==> config.mk <==
export PLATFORM = sky130hd
export DESIGN_NAME = cfs_md_rx_master
export DESIGN_NICKNAME = d
export VERILOG_FILES = /design/src/rtl/cfs_md_pkg.sv /design/src/rtl/cfs_sat_cnt.sv /design/src/rtl/cfs_md_rx_master.sv
export SDC_FILE = /design/constraint.sdc
export NUM_CORES = 1
export LEC_CHECK = 0
export ABC_CLOCK_PERIOD_IN_PS = 2900
export BUFFER_PORTS_ARGS = -buffer_cell sky130_fd_sc_hd__buf_2
export CAP_MARGIN = 20
export CELL_PAD_IN_SITES_DETAIL_PLACEMENT = 0
export CELL_PAD_IN_SITES_GLOBAL_PLACEMENT = 1
export CORE_AREA = 10 10 97 99
export CTS_CLUSTER_DIAMETER = 150
export CTS_CLUSTER_SIZE = 10
export DETAILED_ROUTE_END_ITERATION = 12
export DIE_AREA = 0 0 107 109
export PLACE_DENSITY = 0.87
export SLEW_MARGIN = 0
export SYNTH_ARGS = -nofsm -noshare
export SYNTH_HDL_FRONTEND = slang
export SYNTH_SLANG_ARGS = --single-unit
==> constraint.sdc <==
create_clock -name md_rx_clk -period 2.9 [get_ports md_rx_clk]
set_clock_uncertainty 0.15 [all_clocks]
set_input_delay 0.435 -clock md_rx_clk [delete_from_list [all_inputs] [get_ports md_rx_clk]]
set_output_delay 0.435 -clock md_rx_clk [all_outputs]
set_load 0.005 [all_outputs]
==> src/rtl/cfs_md_pkg.sv <==
// Shared widths, packed-descriptor field positions and FSM encoding for the
// MD RX initiator.
package cfs_md_pkg;

  function automatic int offset_w(input int dw);
    return (dw <= 8) ? 1 : $clog2(dw / 8);
  endfunction

  function automatic int size_w(input int dw);
    return $clog2(dw / 8) + 1;
  endfunction

  function automatic int fifo_w(input int dw);
    return dw + offset_w(dw) + size_w(dw);
  endfunction

  // Descriptor layout {size, offset, data}, data in the LSBs.
  function automatic int data_msb(input int dw);
    return dw - 1;
  endfunction

  function automatic int offset_lsb(input int dw);
    return dw;
  endfunction

  function automatic int offset_msb(input int dw);
    return dw + offset_w(dw) - 1;
  endfunction

  function automatic int size_lsb(input int dw);
    return dw + offset_w(dw);
  endfunction

  function automatic int size_msb(input int dw);
    return dw + offset_w(dw) + size_w(dw) - 1;
  endfunction

  typedef enum logic [1:0] {
    IDLE,
    DRIVE,
    GAP
  } md_master_state_t;

endpackage

==> src/rtl/cfs_sat_cnt.sv <==
// Saturating up-counter; a synchronous clear overrides a simultaneous increment.
module cfs_sat_cnt #(
  parameter int WIDTH = 8
) (
  input  logic             md_rx_clk,
  input  logic             preset_n,
  input  logic             clr,
  input  logic             inc,
  output logic [WIDTH-1:0] count
);

  logic [WIDTH-1:0] count_q;
  logic [WIDTH-1:0] count_d;

  always_comb begin
    count_d = count_q;
    if (clr) begin
      count_d = '0;
    end else if (inc && (count_q != '1)) begin
      count_d = count_q + 1'b1;
    end
  end

  always_ff @(posedge md_rx_clk or negedge preset_n) begin
    if (!preset_n) begin
      count_q <= '0;
    end else begin
      count_q <= count_d;
    end
  end

  assign count = count_q;

endmodule

==> src/rtl/cfs_md_rx_master.sv <==
// MD RX initiator: pops packed descriptors, holds each on the MD RX link until
// the responder handshakes, and counts accepted / rejected packets.
module cfs_md_rx_master
  import cfs_md_pkg::*;
#(
  parameter int ALGN_DATA_WIDTH = 32,
  parameter int CNT_WIDTH       = 8,
  parameter int GAP_WIDTH       = 4,
  localparam int OFFSET_W       = offset_w(ALGN_DATA_WIDTH),
  localparam int SIZE_W         = size_w(ALGN_DATA_WIDTH),
  localparam int FIFO_W         = fifo_w(ALGN_DATA_WIDTH)
) (
  input  logic                       md_rx_clk,
  input  logic                       preset_n,
  input  logic                       clr_cnt,
  input  logic [GAP_WIDTH-1:0]       gap_cycles,
  input  logic                       pop_valid,
  input  logic [FIFO_W-1:0]          pop_data,
  output logic                       pop_ready,
  output logic                       md_rx_valid,
  output logic [ALGN_DATA_WIDTH-1:0] md_rx_data,
  output logic [OFFSET_W-1:0]        md_rx_offset,
  output logic [SIZE_W-1:0]          md_rx_size,
  input  logic                       md_rx_ready,
  input  logic                       md_rx_err,
  output logic [CNT_WIDTH-1:0]       cnt_ok,
  output logic [CNT_WIDTH-1:0]       cnt_err,
  output logic                       err_pulse,
  output logic                       busy
);

  localparam int DATA_MSB = data_msb(ALGN_DATA_WIDTH);
  localparam int OFF_LSB  = offset_lsb(ALGN_DATA_WIDTH);
  localparam int OFF_MSB  = offset_msb(ALGN_DATA_WIDTH);
  localparam int SIZE_LSB = size_lsb(ALGN_DATA_WIDTH);
  localparam int SIZE_MSB = size_msb(ALGN_DATA_WIDTH);

  md_master_state_t             state_q, state_d;
  logic [GAP_WIDTH-1:0]         gap_q, gap_d;
  logic                         valid_q, valid_d;
  logic [ALGN_DATA_WIDTH-1:0]   data_q, data_d;
  logic [OFFSET_W-1:0]          offset_q, offset_d;
  logic [SIZE_W-1:0]            size_q, size_d;
  logic                         err_pulse_q, err_pulse_d;
  logic                         accept;
  logic                         done;

  assign done = (state_q == DRIVE) && valid_q && md_rx_ready;

  // NOTE: every _d signal gets its default first, so no path can infer a latch.
  always_comb begin
    state_d     = state_q;
    gap_d       = gap_q;
    valid_d     = valid_q;
    data_d      = data_q;
    offset_d    = offset_q;
    size_d      = size_q;
    err_pulse_d = 1'b0;
    accept      = 1'b0;

    case (state_q)
      IDLE: accept = 1'b1;
      DRIVE: begin
        if (done) begin
          err_pulse_d = md_rx_err;
          if (gap_cycles == '0) begin
            // Back-to-back: a waiting descriptor replaces this one without a bubble.
            accept = 1'b1;
            if (!pop_valid) begin
              valid_d = 1'b0;
              state_d = IDLE;
            end
          end else begin
            valid_d = 1'b0;
            gap_d   = gap_cycles;
            state_d = GAP;
          end
        end
      end
      GAP: begin
        gap_d = gap_q - 1'b1;
        if (gap_q <= GAP_WIDTH'(1)) begin
          state_d = IDLE;
        end
      end
      default: state_d = IDLE;
    endcase

    if (accept && pop_valid) begin
      data_d   = pop_data[DATA_MSB:0];
      offset_d = pop_data[OFF_MSB:OFF_LSB];
      size_d   = pop_data[SIZE_MSB:SIZE_LSB];
      valid_d  = 1'b1;
      state_d  = DRIVE;
    end
  end

  // NOTE: non-blocking assignments so every flop samples pre-edge values.
  always_ff @(posedge md_rx_clk or negedge preset_n) begin
    if (!preset_n) begin
      state_q     <= IDLE;
      gap_q       <= '0;
      valid_q     <= 1'b0;
      data_q      <= '0;
      offset_q    <= '0;
      size_q      <= '0;
      err_pulse_q <= 1'b0;
    end else begin
      state_q     <= state_d;
      gap_q       <= gap_d;
      valid_q     <= valid_d;
      data_q      <= data_d;
      offset_q    <= offset_d;
      size_q      <= size_d;
      err_pulse_q <= err_pulse_d;
    end
  end

  cfs_sat_cnt #(.WIDTH(CNT_WIDTH)) u_cnt_ok (
    .md_rx_clk (md_rx_clk),
    .preset_n  (preset_n),
    .clr       (clr_cnt),
    .inc       (done && !md_rx_err),
    .count     (cnt_ok)
  );

  cfs_sat_cnt #(.WIDTH(CNT_WIDTH)) u_cnt_err (
    .md_rx_clk (md_rx_clk),
    .preset_n  (preset_n),
    .clr       (clr_cnt),
    .inc       (done && md_rx_err),
    .count     (cnt_err)
  );

  assign pop_ready    = accept && preset_n;
  assign md_rx_valid  = valid_q;
  assign md_rx_data   = data_q;
  assign md_rx_offset = offset_q;
  assign md_rx_size   = size_q;
  assign err_pulse    = err_pulse_q;
  assign busy         = (state_q != IDLE);

endmodule
==> impl_metrics.yaml, run 1 <==
timing:
  worst_slew_pin_slew_ns: 0.773
  fin_crit_sh_pct: 75.8
  slew_headroom_pct: 48.5
  max_freq_mhz: 455
  setup_viol: 0
  grt_setup_unrepaired: "false"
  hold_violations: 0
  maxSlewViolCount: 0
  setup_tns_ns: 0
  fin_crit_ns: 2.20
  fin_ws_ns: 0.701
detailed_routing:
  vias_per_cell: 4.80
  wl_per_cell_um: 16.3
  drt_iter0_drc: 57
  dr.pass1.iters: 4
  wl_um: 6940
  detailroute.wirelength.met2_um: 3560
  drc: 0
  wl_met3_um: 362
  vias: 2050
  highest_layer: "met4"
  drt-met1-wl_um: 2910
  ant_nets: 0
synthesis:
  synth_area_um2: 2750
  synth.distinct_cells: 45
  synth.avg_cell_area_um2: 13.0
  ys_seq_elements: 61
  synth_flop_cell: "dfrtp_1"
  syn_inst: 211
  synth_seq_area_share_pct: 55.5
  async_reset_ff_share_pct: 100
  yosysWarnings: 0
  synth-edff-count: 0
  synth_nets: 262
layout:
  layout_common_cells: "buf_2 (103), dfrtp_1 (61), mux2_4 (19)"
  diodes: 0
  drive_above_1_share_pct: 50.5
  fin_util_pct: 47.1
  layout_commonest_cell: "buf_2"
  nets: 371
  syn2layout_area_growth_pct: 28.9
  multiInputGateArea_um2: 1150
  seq_area_um2: 1530
  fillers: 731
grt:
  grt_max_degree: 62
  grt_first_pass_wirelength_um: 10800
  antenna_found_initial: 0
  grtUsageTotal_pct: 11.6
  grt.overflow.total: 0
  grt_pass1_vias: 2119
worst_setup_path:
  start_kind: "flip-flop"
  regToRegEndpoint: "u_cnt_ok.count[5]$_DFFE_PN0P_"
  rrSetupSlack_ns: 0.73
  cp_slowest_cell: "dfrtp_1"
  critPathArrivalTime_ns: 1.61
  endpoint_kind: "output pin"
  crit_type: "flip-flop to output pin"
  worstReg2RegStart: "u_cnt_ok.count[0]$_DFFE_PN0P_"
  cp.required_ns: 2.32
  worstPathMaxFanout: 7
  reg2regPathDepth: 5
  path_cells: "nand3b_1, o21ai_2, and2_1, buf_2"
  critPathMaxStageDelay_ns: 0.42
run_status:
  status: "complete, no violations"
cts:
  cts_tree: "done"
  cts_buffers: 9
  cts.clk_slew.worst_paths_ns: 0.07
  postCtsHoldBufs: 0
  clock-sinks: 61
  clock_latency_ns: 0.34
  cts_resized: 0
  cts_setup_buffers: 0
  clockRootBuffer: "clkbuf_8"
  clockBufferDepth: 2
  ctsHtreeMaxLevel: 3
placement:
  pre_cts_ws_ns: 0.589
  dp_hpwl_um: 5260
  portBuffers: 103
  gp_congestion: 0.757
floorplan:
  start_util_pct: 36.6
  die_y_um: 109
  design.core.area_um2: 7530
  die_x_um: 107
  ios: 104
  dieArea_um2: 11700
  rows: 32
power_and_ir_drop:
  power_density_nw_per_um2: 910
  finalPower_mw: 3.23
  p_switching_mw: 1.00
  comb_power_share_pct: 35.2
  p_sw_share_pct: 31.0
  seq_power_share_pct: 42.3
  peakVddDrop_uv: 403
  leakagePower_nw: 1.75
  internal-power_mw: 2.23
  clkPwrFrac_pct: 22.5
flow_run:
  maxCapViolations: 0
min_path:
  worst_hold_path_type: "input port to asynchronous set/reset pin"
cells by family (layout without fill, tap and decap cells):
kind of cell / count (synthesis) / after routing / share of synthesized area [%]
adder cells (fa/ha/maj): 4 / 4 / 1.82
buffers and inverters: 13 / 127 / 2.91
XOR/XNOR: 6 / 6 / 1.91
multiplexers: 39 / 39 / 18.5
AO/OA/AOI/OAI: 33 / 33 / 8.05
AND/OR/NAND/NOR: 55 / 55 / 11.4
flip-flops: 61 / 61 / 55.5
power by group through the flow:
stage	clock (mW)	sequential (mW)	combinational [mW]
2_1_floorplan	0	1.39	0.676
3_3_place_gp	0	1.36	1.14
3_5_place_dp	0	1.38	1.17
4_1_cts	0.756	1.37	1.17
5_1_grt	0.799	1.42	1.25
6_report	0.728	1.37	1.14
through the flow:
stage	instances	hold WS, ns	cell area (µm²)
6_report	427	0.136	3550
5_1_grt	427	0.153	3550
4_1_cts	427	0.147	3550
3_5_place_dp	411	0.338	3360
3_3_place_gp	411	0.334	3360
2_1_floorplan	211	-0.0106	2750
final cells by class:
cell class	instances	area share, %
clock buffers	10	3.60
clock inverters	6	1.80
inverters	6	0.635
multi-input cells	137	32.4
flip-flops and latches	61	43.0
well taps	102	3.60
repair buffers	105	15.0
per-layer routing:
metal	vias up	GRT usage, %
met5	-	0
met4	0	4.84
met3	11	3.89
met2	57	19.1
met1	993	13.7
li1	989	-
registers in the layout (all words and copies together) (netlist names):
signal / count
md_rx_offset: 2
err_pulse: 1
gap_q: 4
u_cnt_err.count: 8
md_rx_data: 32
md_rx_size: 3
u_cnt_ok.count: 8
state_q: 2
md_rx_valid: 1
worst max path at each step:
stage / from / endpoint / slack [ns] / cells after the start
2_1_floorplan: u_cnt_ok.count[0]$_DFFE_PN0P_ / u_cnt_ok.count[5]$_DFFE_PN0P_ / 0.85 / 6
3_3_place_gp: gap_cycles[2] / md_rx_data[4]$_DFFE_PN0P_ / 0.64 / 6
3_5_place_dp: gap_cycles[2] / md_rx_size[2]$_DFFE_PN0P_ / 0.59 / 6
4_1_cts: state_q[1]$_DFFE_PN0P_ / pop_ready / 0.67 / 4
5_1_grt: state_q[1]$_DFFE_PN0P_ / pop_ready / 0.55 / 4
6_report: state_q[1]$_DFFE_PN0P_ / pop_ready / 0.70 / 4
Yosys cell counts (all sizes together) (2+ instances only):
cell / number / share of area (%)
a2111oi: 3 / 0.95
a211oi: 4 / 1.1
a21oi: 9 / 1.6
and2: 2 / 0.45
and3: 2 / 0.45
and4: 2 / 0.64
buf: 6 / 2.0
dfrtp: 61 / 55
ha: 4 / 1.8
inv: 6 / 0.82
mux2: 37 / 18
mux2i: 2 / 0.73
nand2: 10 / 1.4
nand3: 6 / 1.1
nand3b: 3 / 0.82
nand4: 2 / 0.45
nor2: 11 / 1.5
nor2b: 2 / 0.45
nor3: 3 / 0.55
o21ai: 7 / 1.4
o31ai: 2 / 0.55
or3: 2 / 0.45
or4: 4 / 1.2
xnor2: 5 / 1.6
critical path, delay by kind of cell (launching register included):
family	cells	cell delay (ns)
AOI/OAI and AO/OA	1	0.25
buffers and inverters	1	0.12
DFF	1	0.42
and+or+nand+nor	2	0.50
Note: power is estimated with default switching activity, not from simulation.
==> inputs of run 2 (changes only) <==
- ABC_AREA: not set -> 1
- ABC_CLOCK_PERIOD_IN_PS: 2900 -> 2190
- CORE_AREA: 10 10 97 99 -> 10 10 102 104
- DIE_AREA: 0 0 107 109 -> 0 0 112 114
- PLACE_DENSITY: 0.87 -> 0.88
- clock period: 2.9 -> 2.19 ns (I/O delays scaled with it)
==> run 2 against run 1 <==
Net effect:
- cell area is 5.3% higher
- area after synthesis up 5.1%
- utilization fell by 3.0 points
- routed wire length increased by 14%
- count of clock-buffer cells in the layout is 3 higher
- global-route usage increased by 0.72 points
- final cell count is 34% higher
- sequential power is 28% higher
- critical path depth rose by 2
- critical path type unchanged
- critical endpoint unchanged
- largest power group unchanged
==> impl_metrics.yaml, run 2 <==
detailed_routing:
  vias: 2660
  wl_per_cell_um: 13.8
  drc: 0
  drt_iter0_drc: 127
  vias_per_cell: 4.64
  dr.pass1.iters: 4
  ant_nets: 0
  wl_um: 7880
worst_setup_path:
  reg2regPathDepth: 9
  crit_family: "flip-flops"
  start_kind: "flip-flop"
  cp_slowest_cell: "dfrtp_1"
  endpoint_kind: "output pin"
  cp.buffers_inverters: 2
  crit_cells: 6
  path_cells: "nand2_2, clkinv_1, nand2_1, o21ai_2, and2_1, buf_2"
  critPathArrivalTime_ns: 1.42
  rrSetupSlack_ns: 0.51
  worstPathMaxFanout: 4
  cp.required_ns: 1.71
  crit_type: "flip-flop to output pin"
  critPathMaxStageDelay_ns: 0.40
grt:
  grt_use_met3_pct: 6.61
  grt.overflow.total: 0
  grt_first_pass_wirelength_um: 13200
  antenna_found_initial: 0
  grt_pass1_vias: 2795
  met1_usage_pct: 15.0
  grt_busiest_layer: "met2"
  grtUsageTotal_pct: 12.3
  met2_usage_pct: 18.1
  grt_max_degree: 62
synthesis:
  synth_top_family_by_area: "simple AND/OR/NAND/NOR gates"
  yosysMostFrequentCell: "nand2_1"
  yosysWarnings: 0
  yosys.area_share.adder_pct: 1.73
  yosysTopAreaCell: "dfrtp_1"
  syn_inst: 354
  yosysTopAreaCellShare_pct: 52.8
  ys_seq_elements: 61
  synth_nets: 405
  synth_area_um2: 2890
  synth-edff-count: 0
  synthSimpleGateAreaFrac_pct: 36.0
  synth_common_cells: "nand2_1 (137), dfrtp_1 (61), nand3_1 (59), inv_1 (23), nor2_1 (17)"
  async_reset_ff_share_pct: 100
  synth-compound-area-share_pct: 2.12
  synth.distinct_cells: 26
  synth_flop_cell: "dfrtp_1"
  synthMuxAreaShare_pct: 0
  synth.avg_cell_area_um2: 8.17
  synth_seq_area_share_pct: 52.8
  synthTopCellsByArea: "dfrtp_1 (53%), nand2_1 (18%), nand3_1 (10%), inv_1 (3.0%), nor2_1 (2.2%)"
  synth_xor_area_share_pct: 1.21
timing:
  worst_hold_slack_ns: 0.0176
  max_freq_mhz: 526
  fin_crit_ns: 1.90
  worst_slew_pin_slew_ns: 0.801
  grt_setup_unrepaired: "false"
  fin_crit_sh_pct: 86.8
  hold_violations: 0
  maxSlewViolCount: 0
  slew_headroom_pct: 46.6
  setup_tns_ns: 0
  setup_viol: 0
placement:
  gp_congestion: 0.772
  dp_hpwl_um: 5760
  portBuffers: 103
layout:
  fillers: 861
  largest_reg_flops: 32
  diodes: 0
  drive_above_1_share_pct: 28.6
  syn2layout_area_growth_pct: 29.2
  layout_common_cells: "nand2_1 (137), buf_2 (103), dfrtp_1 (61)"
  nets: 511
  layout_commonest_cell: "nand2_1"
cts:
  postCtsHoldBufs: 0
  clockBufferDepth: 2
  cts.clk_slew.worst_paths_ns: 0.07
  cts_tree: "done"
  cts_resized: 0
  ctsHtreeMaxLevel: 3
  clockRootBuffer: "clkbuf_8"
  clock-sinks: 61
  clock_latency_ns: 0.32
  cts_buffers: 9
  cts_setup_buffers: 0
floorplan:
  dieArea_um2: 12800
  start_util_pct: 34.2
  die_y_um: 114
  design.core.area_um2: 8470
  rows: 34
  ios: 104
  die_x_um: 112
run_status:
  status: "complete, no violations"
power_and_ir_drop:
  comb_power_share_pct: 32.9
  peakVddDrop_uv: 628
  seq_power_share_pct: 40.8
  clkPwrFrac_pct: 26.2
  power_density_nw_per_um2: 1160
  p_sw_share_pct: 34.7
  leakagePower_nw: 2.13
  internal-power_mw: 2.82
  p_switching_mw: 1.50
min_path:
  worst_hold_path_type: "input port to asynchronous set/reset pin"
flow_run:
  maxCapViolations: 0
[run 2: cell types whose count changed after synthesis, moves of 8 or more]
cell / before / now
inv_1: 6 / 23
nand3_1: 6 / 59
mux2_4: 19 / 0
mux2_2: 18 / 0
nand2_1: 10 / 137
a21oi_1: 9 / 1
[run 2: final timing paths]
kind / to / startpoint
setup / recovery: pop_ready / md_rx_valid$_DFFE_PN0P_
hold / removal: md_rx_data[15]$_DFFE_PN0P_ / preset_n
setup reg to reg: u_cnt_err.count[7]$_DFFE_PN0P_ / u_cnt_err.count[0]$_DFFE_PN0P_
hold reg to reg: md_rx_data[28]$_DFFE_PN0P_ / md_rx_data[28]$_DFFE_PN0P_
max in group asynchronous: md_rx_data[8]$_DFFE_PN0P_ / preset_n
min in group md_rx_clk: md_rx_data[7]$_DFFE_PN0P_ / pop_data[7]
[run 2: power by group through the flow]
stage / logic (mW) / clock network [mW] / registers, mW
6_report: 1.42 / 1.13 / 1.76
5_1_grt: 1.64 / 1.24 / 1.83
4_1_cts: 1.46 / 1.18 / 1.77
3_5_place_dp: 1.47 / 0 / 1.77
3_3_place_gp: 1.43 / 0 / 1.78
2_1_floorplan: 0.800 / 0 / 1.78
[run 2: metal layers]
layer  share of wire (%)  vias to the layer above
met1                  44                     1221
met3                  10                        7
met4                0.82                        0
met5                   0                        -
met2                  45                       87
li1                    -                     1345
[run 2: area by class of cell]
| class | instances | area [µm²] | share of cell area [%] |
|---|---|---|---|
| clock inverters | 3 | 67.6 | 1.81 |
| multi-input cells | 255 | 1190 | 31.8 |
| well taps | 108 | 135 | 3.62 |
| repair buffers | 108 | 566 | 15.1 |
| clock buffers | 13 | 159 | 4.25 |
| inverters | 25 | 93.8 | 2.51 |
| flip-flops and latches | 61 | 1530 | 40.9 |
[run 2: cell families after synthesis]
logic type      Yosys count
xor+xnor                  4
simple gates            236
compound gates           11
buf+inv                  38
fa+ha+maj                 4
flops                    61
[run 2: metrics by stage]
step	util, %	area [µm²]	setup slack (ns)	power [mW]	instances
finish	44.1	3740	0.290	4.32	573
global route	44.1	3740	0.142	4.71	573
CTS	44.1	3740	0.242	4.40	573
detailed placement	41.5	3510	0.462	3.23	557
global placement	41.5	3510	0.530	3.21	557
floorplan	-	2890	0.688	2.58	354
[run 2: worst register-to-register path, stage by stage, from the launching register on]
cell and delay [ns]:
dfrtp_1 0.42, ha_1 0.25, nand2_1 0.06, inv_1 0.07, nand2_1 0.11, nor2_2 0.06
nor2_4 0.23, nor2_4 0.10, nand2_1 0.07, nand2_1 0.05
